[src/rtl/neuralnet_pkg.sv]
// Shared types and constants for the HSV pixel deserializer.
// Frame geometry, pixel word layout and FSM state encoding.
package neuralnet_pkg;

  localparam int LENGTH = 8;
  localparam int WIDTH = 8;
  localparam int PIX_BITS = 24;

  localparam int FIELD_BITS = 8;
  localparam int HUE_LSB = 0;
  localparam int SAT_LSB = 8;
  localparam int VAL_LSB = 16;

  typedef enum logic [1:0] {
    IDLE,
    SHIFT,
    HOLD
  } deser_state_t;

  function automatic logic [PIX_BITS-1:0] hsv_pack(
    input logic [FIELD_BITS-1:0] hue,
    input logic [FIELD_BITS-1:0] sat,
    input logic [FIELD_BITS-1:0] val
  );
    logic [PIX_BITS-1:0] w;
    w = '0;
    w[HUE_LSB +: FIELD_BITS] = hue;
    w[SAT_LSB +: FIELD_BITS] = sat;
    w[VAL_LSB +: FIELD_BITS] = val;
    return w;
  endfunction

endpackage

[src/rtl/sync_filter.sv]
// Two-flop synchronizer; with HSV_DESER_FILTER_EN the output level
// only follows after FILTER_LEN consecutive equal samples.
module sync_filter #(
  parameter int FILTER_LEN = 4
) (
  input  logic clk,
  input  logic rst_n,
  input  logic din,
  output logic q
);

  logic [1:0] sync;

  always_ff @(posedge clk or negedge rst_n) begin
    if (!rst_n) begin
      sync <= '0;
    end else begin
      sync <= {sync[0], din};
    end
  end

`ifdef HSV_DESER_FILTER_EN
  localparam int CW = (FILTER_LEN > 1) ? $clog2(FILTER_LEN) : 1;

  logic [CW-1:0] cnt;
  logic          level;

  always_ff @(posedge clk or negedge rst_n) begin
    if (!rst_n) begin
      cnt   <= '0;
      level <= 1'b0;
    end else if (sync[1] == level) begin
      cnt <= '0;
    end else if (cnt == CW'(FILTER_LEN - 1)) begin
      level <= sync[1];
      cnt   <= '0;
    end else begin
      cnt <= cnt + 1'b1;
    end
  end

  assign q = level;
`else
  assign q = sync[1];
`endif

  if (FILTER_LEN < 1) begin : g_len_chk
    $error("sync_filter: FILTER_LEN must be at least 1");
  end

endmodule

[src/rtl/hsv_deserializer.sv]
// Serial-to-parallel HSV pixel receiver with valid/ready output.
// Define HSV_DESER_FILTER_EN to glitch-filter the synchronized inputs.
module hsv_deserializer
  import neuralnet_pkg::*;
#(
  parameter int PIX_BITS = neuralnet_pkg::PIX_BITS,
  parameter int FRAME_PIXELS = LENGTH * WIDTH,
  parameter int FILTER_LEN = 4
) (
  input  logic                fpga_clk,
  input  logic                rst_n,
  input  logic                pi_clk,
  input  logic                data_in,
  input  logic                write_enable,
  input  logic                pix_ready,
  output logic                pix_valid,
  output logic [PIX_BITS-1:0] pix_data,
  output logic                pix_last,
  output logic                frame_done,
  output logic                overrun
);

  localparam int BW = $clog2(PIX_BITS);
  localparam int CNT_W = (FRAME_PIXELS > 1) ? $clog2(FRAME_PIXELS) : 1;
  localparam logic [BW-1:0] LAST_BIT = BW'(PIX_BITS - 1);
  localparam logic [CNT_W-1:0] LAST_PIX = CNT_W'(FRAME_PIXELS - 1);

  logic pclk_s;
  logic data_s;
  logic we_s;
  logic pclk_d;
  logic edge_p;

  sync_filter #(.FILTER_LEN(FILTER_LEN)) u_sync_pclk (
    .clk  (fpga_clk),
    .rst_n(rst_n),
    .din  (pi_clk),
    .q    (pclk_s)
  );

  sync_filter #(.FILTER_LEN(FILTER_LEN)) u_sync_data (
    .clk  (fpga_clk),
    .rst_n(rst_n),
    .din  (data_in),
    .q    (data_s)
  );

  sync_filter #(.FILTER_LEN(FILTER_LEN)) u_sync_we (
    .clk  (fpga_clk),
    .rst_n(rst_n),
    .din  (write_enable),
    .q    (we_s)
  );

  assign edge_p = pclk_s & ~pclk_d;

  deser_state_t state;
  deser_state_t state_next;

  logic [PIX_BITS-1:0] shift;
  logic [BW-1:0]       bit_cnt;
  logic [CNT_W-1:0]    pix_cnt;

  logic capture;
  logic complete;
  logic accept;
  logic load;
  logic drop;
  logic valid_next;
  logic last_hit;

  assign capture  = (state != IDLE) & we_s & edge_p;
  assign complete = capture & (bit_cnt == LAST_BIT);
  assign accept   = pix_valid & pix_ready;
  assign load     = complete & (~pix_valid | accept);
  assign drop     = complete & pix_valid & ~pix_ready;
  assign last_hit = pix_cnt == LAST_PIX;
  assign pix_last = pix_valid & last_hit;

  always_comb begin
    valid_next = pix_valid;
    if (load) begin
      valid_next = 1'b1;
    end else if (accept) begin
      valid_next = 1'b0;
    end
  end

  always_ff @(posedge fpga_clk or negedge rst_n) begin
    if (!rst_n) begin
      state <= IDLE;
    end else begin
      state <= state_next;
    end
  end

  always_comb begin
    state_next = state;
    unique case (state)
      IDLE: begin
        if (we_s) begin
          state_next = valid_next ? HOLD : SHIFT;
        end
      end
      SHIFT, HOLD: begin
        if (!we_s) begin
          state_next = IDLE;
        end else begin
          state_next = valid_next ? HOLD : SHIFT;
        end
      end
      default: state_next = IDLE;
    endcase
  end

  always_ff @(posedge fpga_clk or negedge rst_n) begin
    if (!rst_n) begin
      pclk_d     <= 1'b0;
      shift      <= '0;
      bit_cnt    <= '0;
      pix_data   <= '0;
      pix_valid  <= 1'b0;
      pix_cnt    <= '0;
      frame_done <= 1'b0;
      overrun    <= 1'b0;
    end else begin
      pclk_d     <= pclk_s;
      pix_valid  <= valid_next;
      frame_done <= accept & last_hit;
      if (!we_s) begin
        shift   <= '0;
        bit_cnt <= '0;
      end else if (capture) begin
        shift[bit_cnt] <= data_s;
        bit_cnt <= complete ? '0 : bit_cnt + 1'b1;
      end
      // The final bit bypasses the shift register into the word.
      if (load) begin
        pix_data <= {data_s, shift[PIX_BITS-2:0]};
      end
      if (drop) begin
        overrun <= 1'b1;
      end
      if (accept) begin
        pix_cnt <= last_hit ? '0 : pix_cnt + 1'b1;
      end
    end
  end

endmodule

[config.mk]
export PLATFORM = sky130hd
export DESIGN_NAME = hsv_deserializer
export DESIGN_NICKNAME = d
export VERILOG_FILES = /design/src/rtl/neuralnet_pkg.sv /design/src/rtl/sync_filter.sv /design/src/rtl/hsv_deserializer.sv
export SDC_FILE = /design/constraint.sdc
export NUM_CORES = 1
export LEC_CHECK = 0
export CELL_PAD_IN_SITES_DETAIL_PLACEMENT = 1
export CELL_PAD_IN_SITES_GLOBAL_PLACEMENT = 2
export CORE_ASPECT_RATIO = 2
export CORE_MARGIN = 1.5
export CORE_UTILIZATION = 26
export CTS_BUF_LIST = sky130_fd_sc_hd__clkbuf_16
export DETAILED_ROUTE_END_ITERATION = 10
export PLACE_DENSITY_LB_ADDON = 0.1
export SETUP_SLACK_MARGIN = 0.2
export SYNTH_ARGS = -nofsm -noshare
export SYNTH_HDL_FRONTEND = slang
export SYNTH_SLANG_ARGS = --single-unit
[constraint.sdc]
create_clock -name fpga_clk -period 4.1 [get_ports fpga_clk]
set_input_delay 0.41 -clock fpga_clk [delete_from_list [all_inputs] [get_ports fpga_clk]]
set_output_delay 0.41 -clock fpga_clk [all_outputs]
set_load 0.02 [all_outputs]
### After elaboration in Yosys (flattened, before gate mapping)

Cells that the tools add are included.

| storage, ports and cells | value |
|---|---|
| word-level logic and storage cells | 55 |
| bits of input ports | 6 |
| bits in registers | 71 |
| output and inout bits | 28 |

| operators by class | value |
|---|---|
| multiplexer cells | 15 |
| magnitude comparators | 2 |
| add/sub/neg operators | 2 |
| eq/ne operators | 6 |
| reduce and logical (&&, ||, !) cells | 4 |
| bitwise logic cells | 14 |

Operators with widths:

| kind | number |
|---|---|
| two-way mux 24 bit | 2 |
| bitwise mux 24 bit | 1 |
| two-way mux 5 bit | 3 |
| bitwise AND 1 bit | 10 |
| adder 6 x 1 -> 6 bit (second input constant) | 1 |
| equality test 6 bit (second input constant) | 1 |
| < comparator 5 x 6 -> 1 bit (second input constant) | 1 |
| two-way mux 2 bit | 3 |
| two-way mux 6 bit | 1 |
| adder 5 x 1 -> 5 bit (second input constant) | 1 |
| demux 1 bit (select 5 bit) | 1 |
| equality test 5 bit (second input constant) | 1 |
| greater-or-equal comparator 5 x 1 -> 1 bit (second input constant) | 1 |
| one-hot mux 2 bit (2 select lines) | 1 |
| two-way mux 1 bit | 3 |
| inverter 1 bit | 3 |
| equality test 2 x 1 -> 1 bit (second input constant) | 1 |
| equality test 2 bit (second input constant) | 1 |
| zero test 2 bit | 1 |
| != test 2 x 1 -> 1 bit (second input constant) | 1 |
| != test 2 bit (second input constant) | 1 |
| nonzero test 2 bit | 1 |
| OR reduction 2 bit | 1 |
| logical AND 1 bit | 1 |
| OR 1 bit | 1 |

### Longest topological paths before layout

Gate-level depths: netlist (run 1).

| logic depth | value |
|---|---|
| word-level depth | 9 |
| mapped depth | 7 |
| mapped depth without buffers | 5 |

### Cells and area by module

Synthesis (run 1) repeated with hierarchy kept, for this count alone.

| second synthesis, totals | value |
|---|---|
| cells, all modules | 264 |
| area total of the unflattened synthesis | 3143.0 µm² |

By module, submodules not included:

| module | instances | sequential area each (µm²) | cells each | area each (µm²) |
|---|---|---|---|---|
| hsv_deserializer | 1 | 1601.5 | 258 | 2992.9 |
| sync_filter | 3 | 50.0 | 2 | 50.0 |

### Worst setup path before layout (run 1)

No wires, ideal clock.

| timing path | value |
|---|---|
| path type | register to register |
| start point | register state[0] |
| end point | register pix_data[10] |
| library setup time | 0.125 ns |
| arrival time | 1.735 ns |
| data required time | 3.975 ns |
| buffers on the path | 1 |
| slack | 2.240 ns |
| stages on the path, launching flop included | 7 |
| period minus slack after synthesis | 1.860 ns |
| cells stage by stage | dfrtp_1 -> inv_1 -> ha_1 -> nand4bb_2 -> nor3_4 -> buf_6 -> mux2_2 |

| on the way | value |
|---|---|
| longest elaborated chain between the ends | 5 |

Ends and longest elaborated chain:

| item | line | text |
|---|---|---|
| start: declaration | hsv_deserializer.sv:57 | `deser_state_t state;` |
| start signal: assignment | hsv_deserializer.sv:93 | `state <= state_next;` |
| nonzero test 2 bit | hsv_deserializer.sv:72 | `assign capture = (state != IDLE) & we_s & edge_p;` |
| bitwise AND 1 bit (2 in a row) | hsv_deserializer.sv:72 |  |
| bitwise AND 1 bit | hsv_deserializer.sv:73 | `assign complete = capture & (bit_cnt == LAST_BIT);` |
| bitwise AND 1 bit | hsv_deserializer.sv:75 | `assign load = complete & (~pix_valid \| accept);` |
| end signal: assignment | hsv_deserializer.sv:139 | `pix_data <= {data_s, shift[PIX_BITS-2:0]};` |
| end: declaration | hsv_deserializer.sv:17 | `output logic [PIX_BITS-1:0] pix_data,` |

Every way passes these cells.
A chain may end at the register's enable or synchronous reset.

### Worst setup path in the final report (run 1)

| timing path | value |
|---|---|
| start point | register state[0] |
| end point | register pix_data[20] |

The elaborated chain is that of the path after synthesis.

==> results.sh, run 1 <==
export IMPL_drv_slew=0
export IMPL_fin_setup_tns_ps=0
export IMPL_layout_drive_gt1_share_pct=17.4
export IMPL_p_seq_share_pct=48.6
export IMPL_io_pins=34
export IMPL_grt_max_degree=71
export IMPL_relSlewSlack_pct=38.9
export IMPL_post_route_period_util_pct=62.9
export IMPL_fp_row_count=56
export IMPL_synth_commonest_cells="dfrtp_1, mux2_2, nand2_1, a21oi_1, nand4_1"
export IMPL_clk_pin_slew_ps=60
export IMPL_clock_sinks=70
export IMPL_htreeDepth=3
export IMPL_cts_root_buf="clkbuf_16"
export IMPL_fp_dieW_um=80.7
export IMPL_critical_path_class="flop to flop"
export IMPL_initial_core_util_pct=26.7
export IMPL_dp_hpwl_um=5470
export IMPL_busiest_layer="met2"
export IMPL_io_buffers=33
export IMPL_synth_top_area_share_pct=55.8
export IMPL_fin_skew_ps=6.35
export IMPL_power_frac_clock_pct=46.9
export IMPL_crit_path_start_kind="flop"
export IMPL_combPwrFrac_pct=4.5
export IMPL_worstMarginPinSlew_ps=914
export IMPL_antenna_left=0
export IMPL_cp_arrival_ps=2790
export IMPL_first_iter_violations=93
export IMPL_status="finished, final reports clean"
export IMPL_yosys_warnings=0
export IMPL_firstDrtPassIters=4
export IMPL_seqCellArea_um2=1750
export IMPL_drc=0
export IMPL_numCtsBuffers=9
export IMPL_syn_area_um2=3140
export IMPL_synth_area_leaders="dfrtp_1, mux2_2, nand4_1"
export IMPL_synthFlopType="dfrtp_1"
export IMPL_fillers=1286
export IMPL_core_area_um2=11800
export IMPL_first_global_vias=2361
export IMPL_synthCells=271
export IMPL_cp_end_kind="flop"
export IMPL_intPower_uw=1120
export IMPL_async_flop_share_pct=100
export IMPL_worstRegToRegCells=6
export IMPL_ys_seq_elements=70
export IMPL_max_cap_violations=0
export IMPL_max_freq_mhz=388
export IMPL_cts_hold_buf=0
export IMPL_dp_cells=434
export IMPL_instances_no_fill=450
export IMPL_syn2layout_area_growth_pct=23.0
export IMPL_min_path_type="primary input to async pin"
export IMPL_grt_use_met2_pct=24.4
export IMPL_insertion_delay_ps=330
export IMPL_hold_viol=0
export IMPL_die_area_um2=12800
export IMPL_yosysMostFrequentCell="dfrtp_1"
export IMPL_multi_input_area_um2=1260
export IMPL_track_usage_pct=13.7
export IMPL_ys_types=36
export IMPL_syn_num_nets=284
export IMPL_critPathRequiredTime_ps=4310
export IMPL_seq_area_frac_synth_pct=55.8
export IMPL_via_count=2200
export IMPL_routedWlPerCell_um=17.2
export IMPL_swShare_pct=23.4
export IMPL_setup_viol=0
export IMPL_use_met1_pct=15.0
export IMPL_synth_avg_cell_area_um2=11.6
export IMPL_grt_pass1_wl_um=12800
export IMPL_die_h_um=158
export IMPL_via_per_inst=4.89
export IMPL_clk_path_buf_depth=2
export IMPL_antenna_found_initial=0
export IMPL_wirelength_um=7750
export IMPL_cts_tree="done"
export IMPL_synth_area_leader_cell="dfrtp_1"
export IMPL_use_met3_pct=2.81
export IMPL_synth_edf_count=0
export IMPL_max_vdd_ir_drop_uv=204
export IMPL_fin_nets=313
export IMPL_antennaDiodeCount=0
export IMPL_rsz0062_at_grt="no"
export IMPL_power_density_nw_per_um2=380
export IMPL_critPathMaxFanout=18
export IMPL_period_needed_ps=2580
export IMPL_place_congestion=0.751
export IMPL_cts_setup_buffers=0
export IMPL_power_leakage_uw=0.00168
export IMPL_p_sw_uw=342
export IMPL_cts_repair_resized=0
export IMPL_globalRouteOverflowTotal=0
worst max-delay path: stages, from the launching register on:
cell	delay, ps
dfrtp_1	370
inv_1	50
ha_1	290
nand4bb_2	530
nor3_4	470
buf_4	360
mux2_2	370
metrics by stage:
stage,area [µm²],power [µW],utilization [%],hold slack [ps],setup WS (ps)
2_1_floorplan,3140,756,-,114,2240
6_report,3860,1470,32.8,196,1520
4_1_cts,3860,1500,32.8,254,1450
5_1_grt,3860,1540,32.8,279,1310
3_5_place_dp,3590,793,30.5,337,1460
3_3_place_gp,3590,792,30.5,332,1530
placed cells by master (no fill, tap or decap):
cell type        instances
dfrtp_1                 70
clkdlybuf4s50_1         32
mux2_2                  25
nand2_1                 21
a21oi_1                 18
nand4_1                 17
inv_1                   13
nand3_1                 13
clkbuf_16                9
nor2b_1                  8
mux2i_1                  8
a31o_2                   7
ha_1                     7
and2_1                   6
o41ai_1                  6
o31ai_1                  5
o21ai_0                  4
clkinvlp_4               4
buf_4                    4
nand2b_1                 3
nor2_1                   3
clkinv_1                 3
and3_1                   2
o311ai_0                 2
or3_1                    2
xnor2_1                  2
nand4bb_2                1
nand4b_1                 1
o21bai_1                 1
and2_0                   1
nor3_4                   1
nor4bb_4                 1
or2_2                    1
a32o_1                   1
a41o_1                   1
a211o_1                  1
o211ai_1                 1
sequential cells by signal (all words and copies together) (netlist names), 2 cells and up:
signal	count
pix_cnt	6
bit_cnt	5
shift	23
u_sync_we.sync	2
state	2
pix_data	24
u_sync_pclk.sync	2
u_sync_data.sync	2
worst paths after layout:
kind | from | end | slack [ps]
max | state[0]$_DFFE_PN0P_ | pix_data[20]$_DFFE_PN0P_ | 1520
min | rst_n | frame_done$_DFF_PN0_ | 200
max reg2reg | state[0]$_DFFE_PN0P_ | pix_data[20]$_DFFE_PN0P_ | 1520
min reg2reg | u_sync_we.sync[0]$_DFF_PN0_ | u_sync_we.sync[1]$_DFF_PN0_ | 350
max in group asynchronous | rst_n | bit_cnt[0]$_DFFE_PN0P_ | 3300
min in group fpga_clk | u_sync_we.sync[0]$_DFF_PN0_ | u_sync_we.sync[1]$_DFF_PN0_ | 350
layout make-up:
| type | count | area share (%) |
|---|---|---|
| Tap cell | 145 | 4.70 |
| Clock inverter | 7 | 1.07 |
| Clock buffer | 9 | 5.83 |
| Sequential cell | 70 | 45.4 |
| Multi-Input combinational cell | 170 | 32.7 |
| Inverter | 13 | 1.26 |
| Timing Repair Buffer | 36 | 9.08 |
cell families after synthesis:
| group | share of synthesized area, % |
|---|---|
| AOI/OAI and AO/OA | 10.3 |
| xor gates and xnor gates | 0.558 |
| adders and majority gates | 2.79 |
| buffers and inverters | 4.50 |
| DFF | 55.8 |
| muxes | 11.5 |
| and+or+nand+nor | 14.5 |
per-layer routing:
layer,vias to the layer above,wire length (µm)
met5,-,0
met4,0,196
met3,13,189
met2,38,4260
met1,1118,3110
li1,1031,-
power groups by stage:
stage | Sequential, µW | Clock, µW | Combinational [µW]
final | 712 | 688 | 66.4
after detailed placement | 724 | 0 | 69.1
after CTS | 712 | 718 | 69.3
after global placement | 724 | 0 | 67.8
after global routing | 713 | 750 | 75.7
after floorplan | 719 | 0 | 37.1
Note: power is estimated with default switching activity, not from simulation.
==> inputs of run 2 (changes only) <==
clock period = 2.6 ns   (was 4.1 ns; I/O delays follow)
==> run 2 against run 1 <==
Compared with the run above:
- sequential share of layout area down 1.5 points
- die area unchanged
- via count rose by 1.1%
- worst setup slack got worse by 1200 ps
- combinational power up 63%
- non-clock buffer count up 7
- flip-flop and latch count did not move
- worst hold slack worse by 150 ps
- register-to-register slack got worse by 990 ps
- core utilization rose by 1.2 points
- power rose by 78%
- largest power group is now clock
==> results.sh, run 2 (synthesis gave the netlist of run 1 again) <==
export IMPL_rsz0062_at_grt="no"
export IMPL_dr_wl_met3_um=170
export IMPL_path_delay_family="buffers and inverters"
export IMPL_relSlewSlack_pct=37.8
export IMPL_die_h_um=158
export IMPL_power_leakage_uw=0.00176
export IMPL_post_route_period_util_pct=86.0
export IMPL_dp_cells=441
export IMPL_drc=0
export IMPL_firstDrtPassIters=4
export IMPL_via_per_inst=4.87
export IMPL_critical_path_class="flop to primary output"
export IMPL_max_freq_mhz=447
export IMPL_core_area_um2=11800
export IMPL_critPathRequiredTime_ps=2340
export IMPL_critPathMaxFanout=6
export IMPL_highest_layer="met4"
export IMPL_cp_slowest_stage_delay_ps=590
export IMPL_antenna_left=0
export IMPL_cp_buffers_inverters=1
export IMPL_wirelength_um=7910
export IMPL_fp_row_count=56
export IMPL_antennaDiodeCount=0
export IMPL_cp_arrival_ps=1980
export IMPL_crit_path_start_kind="flop"
export IMPL_grt_max_degree=71
export IMPL_min_path_type="primary input to async pin"
export IMPL_worstPathCellList="ha_1, and3_1, and2_1, clkdlybuf4s50_1"
export IMPL_io_pins=34
export IMPL_worstMarginPinSlew_ps=934
export IMPL_antenna_found_initial=0
export IMPL_insertion_delay_ps=330
export IMPL_initial_core_util_pct=26.7
export IMPL_cts_hold_buf=0
export IMPL_htreeDepth=3
export IMPL_die_area_um2=12800
export IMPL_cts_setup_buffers=0
export IMPL_drv_slew=0
export IMPL_clk_path_buf_depth=2
export IMPL_setup_viol=0
export IMPL_instances_no_fill=457
export IMPL_status="finished, final reports clean"
export IMPL_power_density_nw_per_um2=654
export IMPL_fp_dieW_um=80.7
export IMPL_numCtsBuffers=9
export IMPL_syn2layout_area_growth_pct=27.3
export IMPL_via_count=2225
export IMPL_clk_pin_slew_ps=50
export IMPL_grt_pass1_wl_um=13100
export IMPL_top_regs="pix_data x24, shift x23, pix_cnt x6"
export IMPL_track_usage_pct=14.1
export IMPL_period_needed_ps=2240
export IMPL_total_power_uw=2620
export IMPL_dp_hpwl_um=5540
export IMPL_cts_repair_resized=0
export IMPL_fin_skew_ps=6.90
export IMPL_drt_met1_wl_um=3030
export IMPL_cts_root_buf="clkbuf_16"
export IMPL_globalRouteOverflowTotal=0
export IMPL_cpMaxStageDelayCell="clkdlybuf4s50_1"
export IMPL_layout_common_cells="dfrtp_1, clkdlybuf4s50_1, mux2_2, nand2_1, a21oi_1"
export IMPL_layout_drive_gt1_share_pct=19.6
export IMPL_clock_sinks=70
export IMPL_whs_ps=50.2
export IMPL_hold_viol=0
export IMPL_cp_end_kind="primary output"
export IMPL_largest_reg_flops=24
export IMPL_place_congestion=0.724
export IMPL_regMostFlops="pix_data"
export IMPL_max_vdd_ir_drop_uv=380
export IMPL_fin_setup_tns_ps=0
export IMPL_io_buffers=33
export IMPL_fin_nets=320
export IMPL_max_cap_violations=0
export IMPL_first_global_vias=2467
export IMPL_wl_met2_um=4540
export IMPL_cts_tree="done"
export IMPL_routedWlPerCell_um=17.3
export IMPL_final_common_cell="dfrtp_1"
export IMPL_first_iter_violations=76
## run 2: cell types whose count changed in the layout (fill, tap and decap cells not counted)
cell,previous run,this run
bufinv_16,0,3
clkinv_1,3,2
clkinvlp_4,4,2
buf_4,4,10
buf_12,0,1
## run 2: area by class of cell
cell class	count	area (µm²)
fillers	1311	7770
flip-flops and latches	70	1750
multi-input cells	170	1260
repair buffers	43	415
clock buffers	9	225
well taps	145	181
clock inverters	7	113
inverters	13	48.8
## run 2: final timing paths
kind                                                    start                            end  slack [ps]  cells past startpoint
worst min register to register  u_sync_data.sync[0]$_DFF_PN0_  u_sync_data.sync[1]$_DFF_PN0_         350                      0
worst max register to register           state[0]$_DFFE_PN0P_       pix_data[12]$_DFFE_PN0P_         530                      6
worst max-delay path                   pix_cnt[0]$_DFFE_PN0P_                       pix_last         360                      4
max in group asynchronous                               rst_n         pix_cnt[0]$_DFFE_PN0P_        1910                      1
min in group fpga_clk           u_sync_data.sync[0]$_DFF_PN0_  u_sync_data.sync[1]$_DFF_PN0_         350                      0
worst min-delay path                                    rst_n           frame_done$_DFF_PN0_          50                      1
## run 2: report_power, final
| part | leakage (µW) | internal (µW) | switching [µW] |
|---|---|---|---|
| clock network | 0.000157 | 929 | 456 |
| registers | 0.000952 | 1100 | 18.1 |
| logic | 0.000651 | 36.0 | 71.6 |
| total | 0.00176 | 2070 | 545 |
## run 2: per-layer routing
layer,GRT usage (%),vias to the layer above
li1,-,1050
met1,15.1,1139
met2,25.8,28
met3,2.06,8
met4,7.55,0
met5,0,-
## run 2: per-stage QoR
| step | instance area [µm²] | util [%] | setup WS (ps) |
|---|---|---|---|
| finish | 4000 | 33.9 | 365 |
| global route | 4000 | 33.9 | 250 |
| CTS | 4000 | 33.9 | 339 |
| detailed placement | 3660 | 31.1 | 486 |
| global placement | 3660 | 31.1 | 559 |
| floorplan | 3140 | - | 740 |
==> inputs of run 3 (changes only) <==
RECOVER_POWER = 100   (was not set)
==> run 3 against run 2 <==
Compared with the run above:
- the run now ends with max-capacitance violations, max-slew violations left
- sequential share of layout area grew 0.096 points
- flip-flop and latch count did not move
- global-route usage did not move
- critical path depth unchanged
- first-iteration DRC count is 2.6% higher
- worst hold slack improved by 300 ps
- critical path type unchanged
- highest routed layer unchanged
==> results.sh, run 3 (synthesis gave the netlist of run 1 again) <==
export IMPL_final_common_cell="dfrtp_1"
export IMPL_htreeDepth=3
export IMPL_dp_hpwl_um=5540
export IMPL_fin_skew_ps=6.90
export IMPL_place_ws_ps=486
export IMPL_first_iter_violations=78
export IMPL_cp_slowest_stage_delay_ps=660
export IMPL_rsz0062_at_grt="no"
export IMPL_worstPathCellList="ha_1, and3_1, and2_1, dlygate4sd3_1"
export IMPL_max_vdd_ir_drop_uv=380
export IMPL_cp_buffers_inverters=1
export IMPL_first_global_vias=2467
export IMPL_worstRegToRegCells=6
export IMPL_clk_path_buf_depth=2
export IMPL_cp_end_kind="primary output"
export IMPL_routedWlPerCell_um=17.3
export IMPL_grt_pass1_wl_um=13100
export IMPL_power_density_nw_per_um2=655
export IMPL_critPathRequiredTime_ps=2340
export IMPL_track_usage_pct=14.1
export IMPL_layout_drive_gt1_share_pct=19.2
export IMPL_max_cap_violations=1
export IMPL_setup_viol=0
export IMPL_relSlewSlack_pct=-21.8
export IMPL_fp_dieW_um=80.7
export IMPL_grt_max_degree=71
export IMPL_syn2layout_area_growth_pct=27.0
export IMPL_antenna_found_initial=0
export IMPL_finish_instance_area_um2=3990
export IMPL_antennaDiodeCount=0
export IMPL_reg2reg_to="state[0]$_DFFE_PN0P_"
export IMPL_firstDrtPassIters=4
export IMPL_io_buffers=33
export IMPL_fin_setup_tns_ps=0
export IMPL_numCtsBuffers=9
export IMPL_clock_sinks=70
export IMPL_wirelength_um=7900
export IMPL_via_count=2222
export IMPL_whs_endpoint="u_sync_data.sync[1]$_DFF_PN0_"
export IMPL_path_delay_family="buffers and inverters"
export IMPL_rrSetupSlack_ps=380
export IMPL_top_regs="pix_data x24, shift x23, pix_cnt x6"
export IMPL_drv_slew=71
export IMPL_worstMarginPinSlew_ps=1830
export IMPL_fp_row_count=56
export IMPL_die_h_um=158
export IMPL_cts_tree="done"
export IMPL_cts_hold_buf=0
export IMPL_max_freq_mhz=434
export IMPL_globalRouteOverflowTotal=0
export IMPL_cts_setup_buffers=0
export IMPL_die_area_um2=12800
export IMPL_cts_root_buf="clkbuf_16"
export IMPL_status="complete, but fails checks"
export IMPL_post_route_period_util_pct=88.6
export IMPL_cts_repair_resized=0
export IMPL_power_leakage_uw=0.00186
export IMPL_hold_start="u_sync_data.sync[0]$_DFF_PN0_"
export IMPL_hold_viol=0
export IMPL_clk_pin_slew_ps=60
export IMPL_critical_path_class="flop to primary output"
export IMPL_initial_core_util_pct=26.7
export IMPL_regMostFlops="pix_data"
export IMPL_critPathMaxFanout=6
export IMPL_cpMaxStageDelayCell="dlygate4sd3_1"
export IMPL_fin_nets=320
export IMPL_cp_arrival_ps=2040
export IMPL_rr_startpoint="state[0]$_DFFE_PN0P_"
export IMPL_crit_path_start_kind="flop"
export IMPL_insertion_delay_ps=330
export IMPL_via_per_inst=4.86
export IMPL_drc=0
export IMPL_worstSetupPathDepth=4
export IMPL_fillers=1313
export IMPL_antenna_left=0
export IMPL_layout_common_cells="dfrtp_1, dlygate4sd3_1, mux2_2, nand2_1, a21oi_1"
export IMPL_min_path_type="flop to flop"
export IMPL_violations="max-capacitance violations, max-slew violations"
export IMPL_hold_depth=0
export IMPL_io_pins=34
export IMPL_setup_slack_ps=297
export IMPL_largest_reg_flops=24
export IMPL_core_area_um2=11800
export IMPL_placed_area_um2=3660
export IMPL_period_needed_ps=2300
export IMPL_place_congestion=0.724
-- run 3: changes by cell type in the layout (fill, tap and decap cells not counted), sizes merged --
cell / change
clkdlybuf4s50: -32
dlygate4sd3: +32
buf: -3
clkbuf: +3
-- run 3: final cells by class --
type                            instances  area (µm²)  area share, %
Clock inverter                          7         113           2.82
Tap cell                              145         181           4.55
Clock buffer                            9         225           5.65
Multi-Input combinational cell        170        1260           31.6
Timing Repair Buffer                   43         407           10.2
Inverter                               13        48.8           1.22
Sequential cell                        70        1750           43.9
-- run 3: power by group --
part           switching, µW  leakage (µW)  internal, µW  total [µW]
combinational           71.7      0.000747          33.4         105
sequential              18.1      0.000952          1100        1120
clock                    456      0.000157           929        1390
total                    546       0.00186          2070        2610
-- run 3: layer usage --
metal	part of all wire [%]	wire [µm]	track usage, %
met1	38	3040	15.1
met2	57	4530	25.8
met3	2.1	169	2.06
met4	2.0	159	7.55
met5	0	0	0
-- run 3: stage by stage --
step	total power, µW	utilization (%)	hold WS [ps]	instances
4_1_cts	2670	33.9	111	457
2_1_floorplan	1190	-	-35.6	271
5_1_grt	2730	33.9	360	457
3_5_place_dp	1250	31.1	340	441
6_report	2610	33.9	348	457
3_3_place_gp	1250	31.1	333	441
-- run 3: how the worst max path moves through the flow --
stage | slack (ps) | startpoint | to
CTS | 340 | pix_cnt[0]$_DFFE_PN0P_ | pix_last
detailed placement | 490 | state[0]$_DFFE_PN0P_ | pix_data[12]$_DFFE_PN0P_
global route | 170 | state[1]$_DFFE_PN0P_ | state[0]$_DFFE_PN0P_
floorplan | 740 | state[0]$_DFFE_PN0P_ | pix_data[10]$_DFFE_PN0P_
finish | 300 | pix_cnt[0]$_DFFE_PN0P_ | pix_last
global placement | 560 | state[0]$_DFFE_PN0P_ | pix_data[12]$_DFFE_PN0P_
